<file path="config.mk">
export PLATFORM = sky130hd
export DESIGN_NAME = serial_word_deserializer_16_bit
export DESIGN_NICKNAME = d
export VERILOG_FILES = /design/src/rtl/usr_pkg.sv /design/src/rtl/serial_bit_counter.sv /design/src/rtl/serial_word_deserializer_16_bit.sv
export SDC_FILE = /design/constraint.sdc
export NUM_CORES = 1
export LEC_CHECK = 0
export ABC_AREA = 1
export BUFFER_PORTS_ARGS = -buffer_cell sky130_fd_sc_hd__buf_2
export CAP_MARGIN = 20
export CORE_MARGIN = 2
export CORE_UTILIZATION = 35
export CTS_BUF_LIST = sky130_fd_sc_hd__clkbuf_4 sky130_fd_sc_hd__clkbuf_8
export DETAILED_ROUTE_END_ITERATION = 7
export HOLD_SLACK_MARGIN = 0.15
export SLEW_MARGIN = 30
export SYNTH_ARGS = -nofsm -noshare
export SYNTH_HDL_FRONTEND = slang
export SYNTH_SLANG_ARGS = --single-unit
</file>
<file path="constraint.sdc">
create_clock -name Clk_In -period 1.5 [get_ports Clk_In]
set_input_delay 0.075 -clock Clk_In [delete_from_list [all_inputs] [get_ports Clk_In]]
set_output_delay 0.075 -clock Clk_In [all_outputs]
set_load 0.01 [all_outputs]
</file>
<file path="src/rtl/usr_pkg.sv">
// Shared types for the serial word path: word width default, bit order, deserializer FSM states.
// S_PARITY exists only when DESERIALIZER_PARITY_CHECK_EN is defined.
package usr_pkg;

   localparam int unsigned DEFAULT_WORD_WIDTH = 16;

   typedef enum logic {
      LSB_FIRST = 1'b0,
      MSB_FIRST = 1'b1
   } bit_order_t;

`ifdef DESERIALIZER_PARITY_CHECK_EN
   typedef enum logic {
      S_COLLECT = 1'b0,
      S_PARITY  = 1'b1
   } deser_state_t;
`else
   typedef enum logic {
      S_COLLECT = 1'b0
   } deser_state_t;
`endif

endpackage

</file>
<file path="src/rtl/serial_bit_counter.sv">
// Wrapping bit counter 0..MODULUS-1 with enable, terminal-count pulse and synchronous active-low clear.
module serial_bit_counter #(
   parameter int unsigned MODULUS     = 16,
   parameter int unsigned COUNT_WIDTH = $clog2(MODULUS + 1)
) (
   input  logic                   Clk_In,
   input  logic                   Clear_N_In,
   input  logic                   Enable_In,
   output logic [COUNT_WIDTH-1:0] Count_Out,
   output logic                   Terminal_Out
);

   localparam logic [COUNT_WIDTH-1:0] LAST = COUNT_WIDTH'(MODULUS - 1);

   // Pulses in the same cycle the final count is consumed, so the caller acts on that edge.
   assign Terminal_Out = Enable_In && (Count_Out == LAST);

   always_ff @(posedge Clk_In) begin
      if (!Clear_N_In) begin
         Count_Out <= '0;
      end else if (Terminal_Out) begin
         Count_Out <= '0;
      end else if (Enable_In) begin
         Count_Out <= Count_Out + COUNT_WIDTH'(1);
      end
   end

endmodule

</file>
<file path="src/rtl/serial_word_deserializer_16_bit.sv">
// Collects serial bits into WORD_WIDTH-bit words with a one-deep output holding register and overrun flag.
// Define DESERIALIZER_PARITY_CHECK_EN to expect a trailing even-parity bit and expose Parity_Error_Out.
module serial_word_deserializer_16_bit
   import usr_pkg::*;
#(
   parameter int unsigned WORD_WIDTH = DEFAULT_WORD_WIDTH
) (
   input  logic                            Clk_In,
   input  logic                            Reset_N_In,
   input  logic                            Enable_In,
   input  logic                            Serial_Data_In,
   input  logic                            Serial_Valid_In,
   input  logic                            Msb_First_In,
   output logic [WORD_WIDTH-1:0]           Parallel_Data_Out,
   output logic                            Parallel_Valid_Out,
   input  logic                            Parallel_Ready_In,
   output logic                            Overrun_Out,
   input  logic                            Clear_Overrun_In,
`ifdef DESERIALIZER_PARITY_CHECK_EN
   output logic                            Parity_Error_Out,
`endif
   output logic [$clog2(WORD_WIDTH+1)-1:0] Bit_Count_Out
);

   localparam int unsigned CNT_W = $clog2(WORD_WIDTH + 1);

   logic [WORD_WIDTH-1:0] collect_q;
   logic [WORD_WIDTH-1:0] shifted;
   logic [WORD_WIDTH-1:0] word_done;
   bit_order_t            order_q;
   bit_order_t            word_order;
   logic                  accept;
   logic                  in_collect;
   logic                  first_bit;
   logic                  count_en;
   logic                  terminal;
   logic                  complete;
   logic                  consume;

`ifdef DESERIALIZER_PARITY_CHECK_EN
   deser_state_t state_q;
   logic         parity_err_done;

   assign in_collect      = (state_q == S_COLLECT);
   assign complete        = accept && (state_q == S_PARITY);
   assign word_done       = collect_q;
   assign parity_err_done = (^collect_q) ^ Serial_Data_In;
`else
   assign in_collect = 1'b1;
   assign complete   = terminal;
   assign word_done  = shifted;
`endif

   assign accept    = Enable_In && Serial_Valid_In;
   assign count_en  = accept && in_collect;
   assign first_bit = in_collect && (Bit_Count_Out == '0);
   assign consume   = Parallel_Valid_Out && Parallel_Ready_In;

   // Bit order is taken live on the first bit of a word and latched for the remainder.
   assign word_order = first_bit ? bit_order_t'(Msb_First_In) : order_q;
   assign shifted    = (word_order == MSB_FIRST) ? {collect_q[WORD_WIDTH-2:0], Serial_Data_In}
                                                 : {Serial_Data_In, collect_q[WORD_WIDTH-1:1]};

   serial_bit_counter #(
      .MODULUS     (WORD_WIDTH),
      .COUNT_WIDTH (CNT_W)
   ) u_bit_counter (
      .Clk_In       (Clk_In),
      .Clear_N_In   (Reset_N_In),
      .Enable_In    (count_en),
      .Count_Out    (Bit_Count_Out),
      .Terminal_Out (terminal)
   );

   always_ff @(posedge Clk_In) begin
      if (!Reset_N_In) begin
         collect_q <= '0;
         order_q   <= LSB_FIRST;
`ifdef DESERIALIZER_PARITY_CHECK_EN
         state_q   <= S_COLLECT;
`endif
      end else begin
         if (count_en) begin
            collect_q <= shifted;
            if (first_bit) begin
               order_q <= word_order;
            end
         end
`ifdef DESERIALIZER_PARITY_CHECK_EN
         case (state_q)
            S_COLLECT: if (terminal) state_q <= S_PARITY;
            S_PARITY:  if (accept)   state_q <= S_COLLECT;
            default:                 state_q <= S_COLLECT;
         endcase
`endif
      end
   end

   // A completing word loads if the slot is free or being drained this cycle; otherwise it is dropped.
   always_ff @(posedge Clk_In) begin
      if (!Reset_N_In) begin
         Parallel_Data_Out  <= '0;
         Parallel_Valid_Out <= 1'b0;
         Overrun_Out        <= 1'b0;
`ifdef DESERIALIZER_PARITY_CHECK_EN
         Parity_Error_Out   <= 1'b0;
`endif
      end else begin
         if (complete && (!Parallel_Valid_Out || Parallel_Ready_In)) begin
            Parallel_Data_Out  <= word_done;
            Parallel_Valid_Out <= 1'b1;
`ifdef DESERIALIZER_PARITY_CHECK_EN
            Parity_Error_Out   <= parity_err_done;
`endif
         end else if (consume) begin
            Parallel_Valid_Out <= 1'b0;
         end

         if (complete && Parallel_Valid_Out && !Parallel_Ready_In) begin
            Overrun_Out <= 1'b1;
         end else if (Enable_In && Clear_Overrun_In) begin
            Overrun_Out <= 1'b0;
         end
      end
   end

endmodule

</file>
[Word-level counts from Yosys, hierarchy flattened]
Cells that the tools add are included.
Cells by class
  add/subtract/negate cells: 1
  $mul: 0
  divide/modulo/power cells: 0
  order comparisons: 0
  equality and inequality tests: 1
  shift-type cells: 0
  multiplexer cells: 6
  bitwise operators: 1
  reductions and logical operators: 15
Operators by type and width (count)
  $mux 16: 1
  $logic_and 1x1->1: 7
  $add 5x1->5 const B: 1
  $eq 5x4->1 const B: 1
  $logic_not 5->1: 1
  $mux 1: 5
  $reduce_bool 2->1: 2
  $logic_not 1->1: 2
  $reduce_and 2->1: 1
  $reduce_or 2->1: 1
  $logic_or 1x1->1: 1
  $not 1->1: 1
Storage, ports and cells
  register bits after elaboration: 40
  latch bits: 0
  RAM bits: 0
  ROM bits: 0
  bits of input ports: 8
  memories kept: 0

[Logic depth before layout (Yosys ltp)]
Gate-level depths: netlist (run 1).
  depth after elaboration: 5
  depth in mapped cells: 11
  depth with buffers taken out: 10

[Cells and area by module]
A second synthesis (run 1) with hierarchy kept.
Second synthesis, totals
  cell total of the unflattened synthesis: 296
  area, all modules: 2064.5 um^2
By module, submodules not included
  serial_word_deserializer_16_bit: instances 1, cells an instance 262, area an instance 1776.7 um^2, seq. area each 700.7 um^2
  serial_bit_counter: instances 1, cells an instance 34, area an instance 287.8 um^2, seq. area each 100.1 um^2

[Worst setup path before layout (run 1)]
No wires, ideal clock.
  path kind: flip-flop to flip-flop
  start point: reg u_bit_counter.Count_Out[2]
  end point: reg Parallel_Data_Out[15]
  setup time: 0.109 ns
  arrival: 1.486 ns
  data required time: 1.391 ns
  path slack: -0.095 ns
  cell stages (with the launch flop): 10
  buffers on the path: 1
  period minus slack after synthesis: 1.595 ns
  cells stage by stage: dfxtp_1 inv_1 nor3_1 ha_1 nand2_4 nor2_8 buf_4 nand3_1 nand2_1 inv_1
Between the ends
  cells in the longest elaborated chain, start to end: 3
Ends and longest elaborated chain
  start: declaration: line serial_bit_counter.sv:9  | output logic [COUNT_WIDTH-1:0] Count_Out,
  start signal: assignment: line serial_bit_counter.sv:24  | Count_Out <= Count_Out + COUNT_WIDTH'(1);
  $logic_not 5->1 / $eq 5x4->1 (equally long branches): line serial_word_deserializer_16_bit.sv:56, serial_bit_counter.sv:16
  $mux 1 / $logic_and 1x1->1 (equally long branches): line serial_word_deserializer_16_bit.sv:60, serial_bit_counter.sv:16
  $mux 16 / $logic_and 1x1->1 (equally long branches): line serial_word_deserializer_16_bit.sv:61, serial_word_deserializer_16_bit.sv:109
  end signal: assignment: line serial_word_deserializer_16_bit.sv:110  | Parallel_Data_Out <= word_done;
  end: declaration: line serial_word_deserializer_16_bit.sv:14  | output logic [WORD_WIDTH-1:0] Parallel_Data_Out,
Several ways; a longest one is shown, not always the timed one.
A chain may end at the register's enable or synchronous reset.

[Final worst setup path (run 1)]
  start point: reg u_bit_counter.Count_Out[0]
  end point: reg Parallel_Data_Out[10]
Same word-level chain as after synthesis.

==> run summary, run 1 <==
The flow ran to the end, but the final reports show violations. The checks that failed: negative setup slack. The repair_antennas step left the layout with diodes totalling 0.

Timing analysis after detailed placement gives a worst setup slack of -0.0355 ns. The final critical-path share of the clock period is 102%. The number of fill cells in the layout is 590.

The cell depth of the worst min-delay path is 4. The number of cells traversed by the worst register-to-register path came out at 10. The total half-perimeter wirelength after legalization and detailed placement is 3.04 mm.

Leaving out fill and tap cells, the most frequent cell in the layout is sky130_fd_sc_hd__nor2_1. The via count of the first global-routing pass came out at 1,778. Counting every instance in the synthesized netlist gives 300. The post-detailed-placement cell area is 2530 um^2. CTS built an H-tree with a depth of 2. The via count of the routed design came out at 1,996. For this run, design rule violations remaining after detail routing come to 0. The clock transition at the register clock pins on the worst setup and hold paths after CTS is 0.07 ns.

Summed over all layers, the global routing overflow is 0. Adding up every negative setup slack in the final design gives -0.305 ns. The area of the multi-input gates is 1200 um^2. The average wire per standard cell came out at 11.1 um. The hold violation count in the final report is 0. The post-route minimum period is 1.54 ns. Leaving out fill and tap cells, the most frequent cells in the layout are sky130_fd_sc_hd__nor2_1 (69), sky130_fd_sc_hd__nand3_1 (42), sky130_fd_sc_hd__inv_1 (39), sky130_fd_sc_hd__nand2_1 (39), sky130_fd_sc_hd__dfxtp_1 (36). Setup repair after global routing could not meet its margin everywhere. The worst setup slack after layout is -0.0364 ns. The worst reg2reg path startpoint is u_bit_counter.Count_Out[0]$_SDFFE_PP0N_.

The mean instance size in the synthesized netlist is 7.34 um^2. The final-report max-slew violation count came out at 0. In this run the deepest clock path goes through 2 buffers.

The routability-driven placement congestion ratio came out at 0.732. The maximum clock rate is 651 MHz. The number of DRC markers in iteration 0 is 132. The relative area change from synthesis to final layout is 30.5%.

The clock reaches the later pin of the worst-skew pair after 0.29 ns. The floorplan die width came out at 83.3 um. The number of top-level pins came out at 31. Between clock sinks in the finished design, the worst skew comes to 0.00506 ns. Max-cap violations in this run came to 0. The terminating pin of the worst hold path is u_bit_counter.Count_Out[0]$_SDFFE_PP0N_. The worst-case hold slack came out at 0.176 ns. The aggregate routed wire length came out at 4.78 mm. The overall die height came out at 83.3 um. The part of the Yosys area used for sequential elements came out at 36.4%. The wire length of the first global-routing pass came out at 7.92 mm. The worst endpoint required time is 1.69 ns. The power per standard cell area is 785 nW/um^2. The number of antenna violations at the first check in global routing is 0. The first-pass iteration count of the detailed router came out at 4. The tree is rooted in a sky130_fd_sc_hd__clkbuf_8. The count of synthesis-stage warnings from yosys is 0.

The total clock buffers created by CTS is 5. The post-route netlist has 33.0% of its cells at a drive strength greater than 1. The kind of capture point of the worst setup path is a register. The type of the worst setup path is reg2reg. The worst setup path is launched from a register. The total of endpoints with negative setup slack in the final report came out at 16. The measured slew at the worst slew-check pin is 0.270 ns.

The starting density of the core is 36.7%. In this run the critical register-to-register path is captured at Parallel_Data_Out[10]$_SDFFE_PN0P_. The source of the worst hold timing path is Serial_Valid_In.

The worst hold path class is in2reg. Total power for the finished layout comes to 0.00225 W. The internal reg-to-reg setup slack is -0.04 ns. The worst-case headroom to the max-slew limit is 82.0%.

The number of buffer cells added on primary ports came out at 30. The worst voltage drop across the vdd grid is 371 uV. The area taken by flip-flops and latches is 811 um^2. The unique cell type count in the Yosys netlist came out at 25. The post-synth design cell area is 2200 um^2. The arrival time reported for the critical path endpoint came out at 1.73 ns. After the last flow step, the layout net total stands at 365.

The via density per instance came out at 4.64. The number of nets still failing antenna checks after routing came out at 0. The overall routing resource usage is 13.8%. The number of nets in the synthesized netlist is 311. The die covers 6940 um^2. Row generation in the floorplan step produced 28 rows. The clock net in this run drives a total of 40 sinks. The TritonCTS clock tree is built. The largest fanout of any net on the critical path came out at 14.

The core region area came out at 5990 um^2. The post-synthesis register bit count came out at 40. The final design area excluding fillers is 2870 um^2. For this design the static power due to leakage is 1.39 nW. The largest net degree at the start of global routing is 35.
critical path, stage by stage, from the launching register on:
cell and delay (ns):
sky130_fd_sc_hd__dfxtp_4 0.38, sky130_fd_sc_hd__ha_4 0.14, sky130_fd_sc_hd__inv_2 0.04, sky130_fd_sc_hd__nor3_2 0.10, sky130_fd_sc_hd__ha_2 0.21, sky130_fd_sc_hd__nand2_4 0.07
sky130_fd_sc_hd__nor2_8 0.15, sky130_fd_sc_hd__buf_12 0.16, sky130_fd_sc_hd__nand3_1 0.09, sky130_fd_sc_hd__nand2_1 0.06, sky130_fd_sc_hd__inv_1 0.03
layer usage:
layer  track usage (%)  wire [um]
met5                 0          0
met4              5.81         51
met3              3.68        245
met2              22.5       2260
met1              17.2       2220
sequential cells by signal, summed over array words and instances (netlist names):
| name | cells |
|---|---|
| Overrun_Out | 1 |
| collect_q | 16 |
| order_q | 1 |
| Parallel_Data_Out | 16 |
| Parallel_Valid_Out | 1 |
| u_bit_counter.Count_Out | 5 |
power by group:
| group | internal [W] | total (W) | switching (W) |
|---|---|---|---|
| clock | 0.000411 | 0.000775 | 0.000363 |
| sequential | 0.00109 | 0.00113 | 0.0000342 |
| combinational | 0.000151 | 0.000352 | 0.000201 |
how the worst max path moves through the flow:
stage	startpoint	endpoint	cells after the start	slack, ns
6_report	u_bit_counter.Count_Out[0]$_SDFFE_PP0N_	Parallel_Data_Out[10]$_SDFFE_PN0P_	10	-0.04
3_3_place_gp	u_bit_counter.Count_Out[0]$_SDFFE_PP0N_	Parallel_Data_Out[5]$_SDFFE_PN0P_	10	-0.02
2_1_floorplan	u_bit_counter.Count_Out[0]$_SDFFE_PP0N_	Parallel_Data_Out[12]$_SDFFE_PN0P_	10	0.03
3_5_place_dp	u_bit_counter.Count_Out[0]$_SDFFE_PP0N_	Parallel_Data_Out[5]$_SDFFE_PN0P_	10	-0.04
4_1_cts	u_bit_counter.Count_Out[0]$_SDFFE_PP0N_	Parallel_Data_Out[14]$_SDFFE_PN0P_	10	-0.02
5_1_grt	u_bit_counter.Count_Out[0]$_SDFFE_PP0N_	Parallel_Data_Out[15]$_SDFFE_PN0P_	11	-0.16
layout make-up:
cell class | count | area share (%)
clock buffer | 8 | 3.40
inverter | 45 | 5.97
multi-input combinational | 202 | 41.8
sequential | 40 | 28.2
tap | 75 | 3.27
timing repair buffer | 60 | 17.3
synth_stat cells, drive strengths merged:
cell | count | area, um^2
o21ai | 1 | 5.00
nor2 | 75 | 330
nand2 | 45 | 228
ha | 3 | 37.5
dfxtp | 40 | 801
clkbuf | 3 | 11.3
or2 | 1 | 6.26
buf | 10 | 103
o211ai | 1 | 7.51
nand3 | 68 | 460
inv | 45 | 171
nor3 | 3 | 15.0
a21oi | 5 | 25.0
cells by family (layout without fill, tap and decap cells):
| family | after synthesis | count (layout) | share of synthesized area (%) |
|---|---|---|---|
| AO/OA/AOI/OAI | 7 | 7 | 1.71 |
| AND/OR/NAND/NOR | 192 | 192 | 47.2 |
| adder cells (fa/ha/maj) | 3 | 3 | 1.71 |
| flip-flops | 40 | 40 | 36.4 |
| buffers and inverters | 58 | 113 | 13.0 |
metrics by stage:
| step | instances | utilization, % |
|---|---|---|
| floorplan | 300 | - |
| global placement | 407 | 42.3 |
| detailed placement | 407 | 42.3 |
| finish | 430 | 47.9 |
| CTS | 420 | 45.1 |
| global route | 430 | 47.9 |
what timing repair did:
item                                   in CTS  in global routing
endpoints found under the hold margin       4                  0
setup buffers                               1                  9
pin swaps                                   2                  9
cloned                                      0                  1
setup endpoints to repair                  16                 37
hold buffers                                4                  0
gates resized for setup                     6                 18
Power figures use the tool's default switching activity.
==> run 2: changes to the inputs <==
ABC_AREA = 0   (was 1)
==> run summary, run 2 <==
The clock root buffer is sky130_fd_sc_hd__clkbuf_8 (unchanged). The switching power summed over all nets is 0.000514 W (was 0.000599 W). The net switching fraction of the power came to 22.2% (was 26.6%). The post-synth design cell area is 1610 um^2 (was 2200 um^2).

The count of buffering cells on the critical path with inverters included came to 2 (was 3). The residual overflow from global routing came to 0 (unchanged). The worst reg2reg path startpoint was u_bit_counter.Count_Out[0]$_SDFFE_PP0N_ (unchanged). The post-detailed-placement cell area is 1930 um^2 (was 2530 um^2).

The TritonCTS clock tree is built (unchanged). The aggregate routed wire length came to 3.54 mm (was 4.78 mm). The number of remaining DRC errors is 0 (unchanged).

The routability-driven placement congestion ratio came to 0.663 (was 0.732). The number of clock sinks was 40 (unchanged). The floorplan die width was 71.9 um (was 83.3 um).

The total half-perimeter wirelength after legalization and detailed placement is 2.17 mm (was 3.04 mm). Unrepaired setup endpoints after global routing: true (unchanged). The number of fill cells in the layout is 392 (was 590). The maximum clock rate was 566 MHz (was 651 MHz). The fraction of final layout cells sized beyond drive strength 1 came out at 35.3% (was 33.0%). The leakage power figure is 0.918 nW (was 1.39 nW).

Result of the run: complete, but fails checks (unchanged). The count of synthesis-stage warnings from yosys is 0 (unchanged). The met1 usage is 19.3% (was 17.2%). The worst-case hold slack was 0.165 ns (was 0.176 ns).

The final setup skew is 0.00439 ns (was 0.00506 ns). The final design area excluding fillers is 2220 um^2 (was 2870 um^2). The internal reg-to-reg setup slack is -0.27 ns (was -0.04 ns).

The met2 track demand over resource in global routing came to 19.9% (was 22.5%). The buffer levels on the longest clock path is 2 (unchanged). The via density per instance came out at 5.06 (was 4.64). The core region area came to 4380 um^2 (was 5990 um^2). The source of the worst hold timing path is Parallel_Ready_In (was Serial_Valid_In).

The first-pass iteration count of the detailed router came out at 4 (unchanged). The most frequent cell after synthesis is sky130_fd_sc_hd__dfxtp_1 (was sky130_fd_sc_hd__nor2_1). The final-report max-slew violation count was 0 (unchanged). The part of the Yosys area used for sequential elements is 49.7% (was 36.4%). The largest net degree at the start of global routing is 41 (was 35).

Failing checks: negative setup slack (unchanged). The number of buffer cells added on primary ports came out at 30 (unchanged). The unique cell type count in the Yosys netlist is 23 (was 25). The count of flip-flops with a built-in enable after synthesis came to 0 (unchanged).

The via count of the first global-routing pass came to 1,173 (was 1,778). The endpoint of the most critical register-to-register path is Parallel_Data_Out[14]$_SDFFE_PN0P_ (was Parallel_Data_Out[10]$_SDFFE_PN0P_). The worst-skew pair later-pin latency came out at 0.29 ns (about the same).

The worst setup slack before clock tree synthesis came out at -0.293 ns (was -0.0355 ns). The global-route met3 utilization is 3.94% (was 3.68%). The number of DRC markers in iteration 0 is 97 (was 132).

The cell depth of the worst min-delay path came out at 4 (unchanged). The post-route minimum period was 1.77 ns (was 1.54 ns). The dominant delay contributor by cell family on the critical path is multiplexers (was simple AND/OR/NAND/NOR gates). The share of the synthesized area in the top cell type is 49.7% (was 36.4%). The hold violation count in the final report is 0 (unchanged). Most frequent cells in the layout: sky130_fd_sc_hd__dfxtp_1 (38), sky130_fd_sc_hd__a21oi_1 (36), sky130_fd_sc_hd__o21ai_0 (30), sky130_fd_sc_hd__buf_2 (30), sky130_fd_sc_hd__buf_4 (11) (was sky130_fd_sc_hd__nor2_1 (69), sky130_fd_sc_hd__nand3_1 (42), sky130_fd_sc_hd__inv_1 (39), sky130_fd_sc_hd__nand2_1 (39), sky130_fd_sc_hd__dfxtp_1 (36)). The number of nets in the synthesized netlist was 184 (was 311). The cell type with the highest aggregate area in the netlist was sky130_fd_sc_hd__dfxtp_1 (unchanged). The worst setup slack after layout came out at -0.267 ns (was -0.0364 ns). The total of endpoints with negative setup slack in the final report is 34 (was 16). The power per standard cell area is 1040 nW/um^2 (was 785 nW/um^2). The type of the worst setup path is reg2reg (unchanged). The total number of nets in the final design is 228 (was 365). The max-cap check violation count came out at 0 (unchanged).

The clock transition at the register clock pins on the worst setup and hold paths after CTS came out at 0.07 ns (about the same). The number of antenna violations at the first check in global routing came to 0 (unchanged). The cell internal power dissipation is 0.00180 W (was 0.00165 W). Leading cell types by total area after synthesis: sky130_fd_sc_hd__dfxtp_1 (50%), sky130_fd_sc_hd__a21oi_1 (11%), sky130_fd_sc_hd__o21ai_0 (11%) (was sky130_fd_sc_hd__dfxtp_1 (36%), sky130_fd_sc_hd__nor2_1 (12%), sky130_fd_sc_hd__nand3_1 (11%)).

The relative area change from synthesis to final layout is 37.5% (was 30.5%). The most frequent standard cell in the layout excluding fill and tap cells is sky130_fd_sc_hd__dfxtp_1 (was sky130_fd_sc_hd__nor2_1). The fraction of registers with async set/reset came out at 0% (unchanged).

The worst endpoint required time is 1.68 ns (was 1.69 ns). The measured slew at the worst slew-check pin was 0.583 ns (was 0.270 ns). The average wire per standard cell came out at 13.1 um (was 11.1 um). The cell row count came out at 24 (was 28). The starting density of the core is 36.8% (was 36.7%). The worst hold path class is in2reg (unchanged). The worst-case headroom to the max-slew limit came to 61.1% (was 82.0%). The final critical-path share of the clock period was 118% (was 102%).

The overall power after layout came out at 0.00231 W (was 0.00225 W). The dominant register cell in the synthesized netlist is sky130_fd_sc_hd__dfxtp_1 (unchanged). The floorplan die area came out at 5170 um^2 (was 6940 um^2).

The total clock buffers created by CTS came to 5 (unchanged). Top cell types by occurrence after synthesis: sky130_fd_sc_hd__dfxtp_1 (40), sky130_fd_sc_hd__a21oi_1 (36), sky130_fd_sc_hd__o21ai_0 (34) (was sky130_fd_sc_hd__nor2_1 (72), sky130_fd_sc_hd__nand3_1 (47), sky130_fd_sc_hd__inv_1 (43)). The share of power burned in combinational logic came out at 10.1% (was 15.6%). The most heavily used metal layer in global routing is met2 (unchanged). Cell-by-cell listing of the critical path: inv_2 > ha_4 > nor4b_4 > mux2i_4 > buf_6 > mux2i_2 > a21oi_1 (was ha_4 > inv_2 > nor3_2 > ha_2 > nand2_4 > nor2_8 > buf_12 > nand3_1 > nand2_1 > inv_1). The number of top-level pins came out at 31 (unchanged). The number of nets still failing antenna checks after routing is 0 (unchanged). The mean instance size in the synthesized netlist came out at 9.32 um^2 (was 7.34 um^2). The gate count of the mapped netlist is 173 (was 300). The slowest library cell on the worst path was sky130_fd_sc_hd__dfxtp_4 (unchanged).

The overall die height came out at 71.9 um (was 83.3 um). The via count of the routed design is 1,366 (was 1,996). The kind of capture point of the worst setup path is a register (unchanged).

The part of the power in the clock network came out at 41.4% (was 34.4%). The type of element launching the critical path was a register (unchanged). The largest fanout of any net on the critical path is 7 (was 14). The overall routing resource usage came to 14.1% (was 13.8%). The worst voltage drop across the vdd grid is 517 uV (was 371 uV). The utilization after layout is 50.6% (was 47.9%).

The delay of the slowest critical-path stage is 0.35 ns (was 0.38 ns). The terminating pin of the worst hold path is Parallel_Valid_Out$_SDFFE_PN0P_ (was u_bit_counter.Count_Out[0]$_SDFFE_PP0N_). Top flop regs: Parallel_Data_Out x16, collect_q x16, u_bit_counter.Count_Out x5 (unchanged). The final antenna diode count is 0 (unchanged). The post-synthesis register bit count is 40 (unchanged). The proportion of power drawn by flip-flops and latches came out at 48.5% (was 50.0%). The arrival time reported for the critical path endpoint is 1.95 ns (was 1.73 ns). The number of H-tree levels is 2 (unchanged). The number of cells traversed by the worst register-to-register path is 7 (was 10). The wire length of the first global-routing pass is 5.58 mm (was 7.92 mm).
## run 2: metrics by stage
| stage | cells | setup TNS (ns) |
|---|---|---|
| floorplan | 173 | -9.88 |
| finish | 270 | -7.90 |
| global placement | 256 | -7.87 |
| global route | 270 | -10.88 |
| CTS | 268 | -8.23 |
| detailed placement | 256 | -8.47 |
## run 2: per-layer routing
layer / wire length [um] / vias to the layer above
li1: - / 707
met1: 1710 / 621
met2: 1580 / 32
met3: 189 / 6
met4: 55 / 0
met5: 0 / -
## run 2: power by group through the flow
| stage | clock, W | sequential, W | combinational, W |
|---|---|---|---|
| 3_5_place_dp | 0 | 0.00114 | 0.000195 |
| 3_3_place_gp | 0 | 0.00114 | 0.000193 |
| 2_1_floorplan | 0 | 0.00114 | 0.000138 |
| 6_report | 0.000957 | 0.00112 | 0.000232 |
| 5_1_grt | 0.00103 | 0.00113 | 0.000252 |
| 4_1_cts | 0.000982 | 0.00112 | 0.000225 |
## run 2: worst max path at each step
stage	startpoint	to	slack, ns	depth (start not counted)
after floorplan	u_bit_counter.Count_Out[0]$_SDFFE_PP0N_	collect_q[13]$_SDFFE_PN0N_	-0.37	7
after global placement	u_bit_counter.Count_Out[0]$_SDFFE_PP0N_	Parallel_Data_Out[5]$_SDFFE_PN0P_	-0.27	7
after detailed placement	u_bit_counter.Count_Out[0]$_SDFFE_PP0N_	Parallel_Data_Out[4]$_SDFFE_PN0P_	-0.29	7
after CTS	u_bit_counter.Count_Out[0]$_SDFFE_PP0N_	Parallel_Data_Out[4]$_SDFFE_PN0P_	-0.28	7
after global routing	u_bit_counter.Count_Out[0]$_SDFFE_PP0N_	collect_q[14]$_SDFFE_PN0N_	-0.36	7
final	u_bit_counter.Count_Out[0]$_SDFFE_PP0N_	Parallel_Data_Out[14]$_SDFFE_PN0P_	-0.27	7
## run 2: cells by family after synthesis
group,count (synthesis),share of synthesized area (%)
AO/OA/AOI/OAI,75,24.0
flip-flops,40,49.7
AND/OR/NAND/NOR,22,9.00
multiplexers,17,10.8
buffers and inverters,16,4.19
adder cells (fa/ha/maj),3,2.33
## run 2: worst reg2reg max path, stage by stage, from the launching register on
cell                      delay (ns)
sky130_fd_sc_hd__dfxtp_4        0.35
sky130_fd_sc_hd__inv_2          0.06
sky130_fd_sc_hd__ha_4           0.11
sky130_fd_sc_hd__nor4b_4        0.27
sky130_fd_sc_hd__mux2i_4        0.33
sky130_fd_sc_hd__buf_6          0.18
sky130_fd_sc_hd__mux2i_2        0.26
sky130_fd_sc_hd__a21oi_1        0.10
## run 2: final cells by class
cell class / instances / area [um^2] / share of cell area [%]
repair buffers: 50 / 347 / 15.6
well taps: 52 / 65.1 / 2.93
clock buffers: 7 / 96.3 / 4.34
multi-input cells: 117 / 863 / 38.9
clock inverters: 1 / 30.0 / 1.35
inverters: 3 / 11.3 / 0.508
flip-flops and latches: 40 / 806 / 36.3
## run 2: timing repair
action	4_1_cts	5_1_grt
setup endpoints to repair	36	36
buffers inserted	0	2
hold buffers	4	0
endpoints found under the hold margin	6	0
resized for setup	16	8
pin swaps	5	9
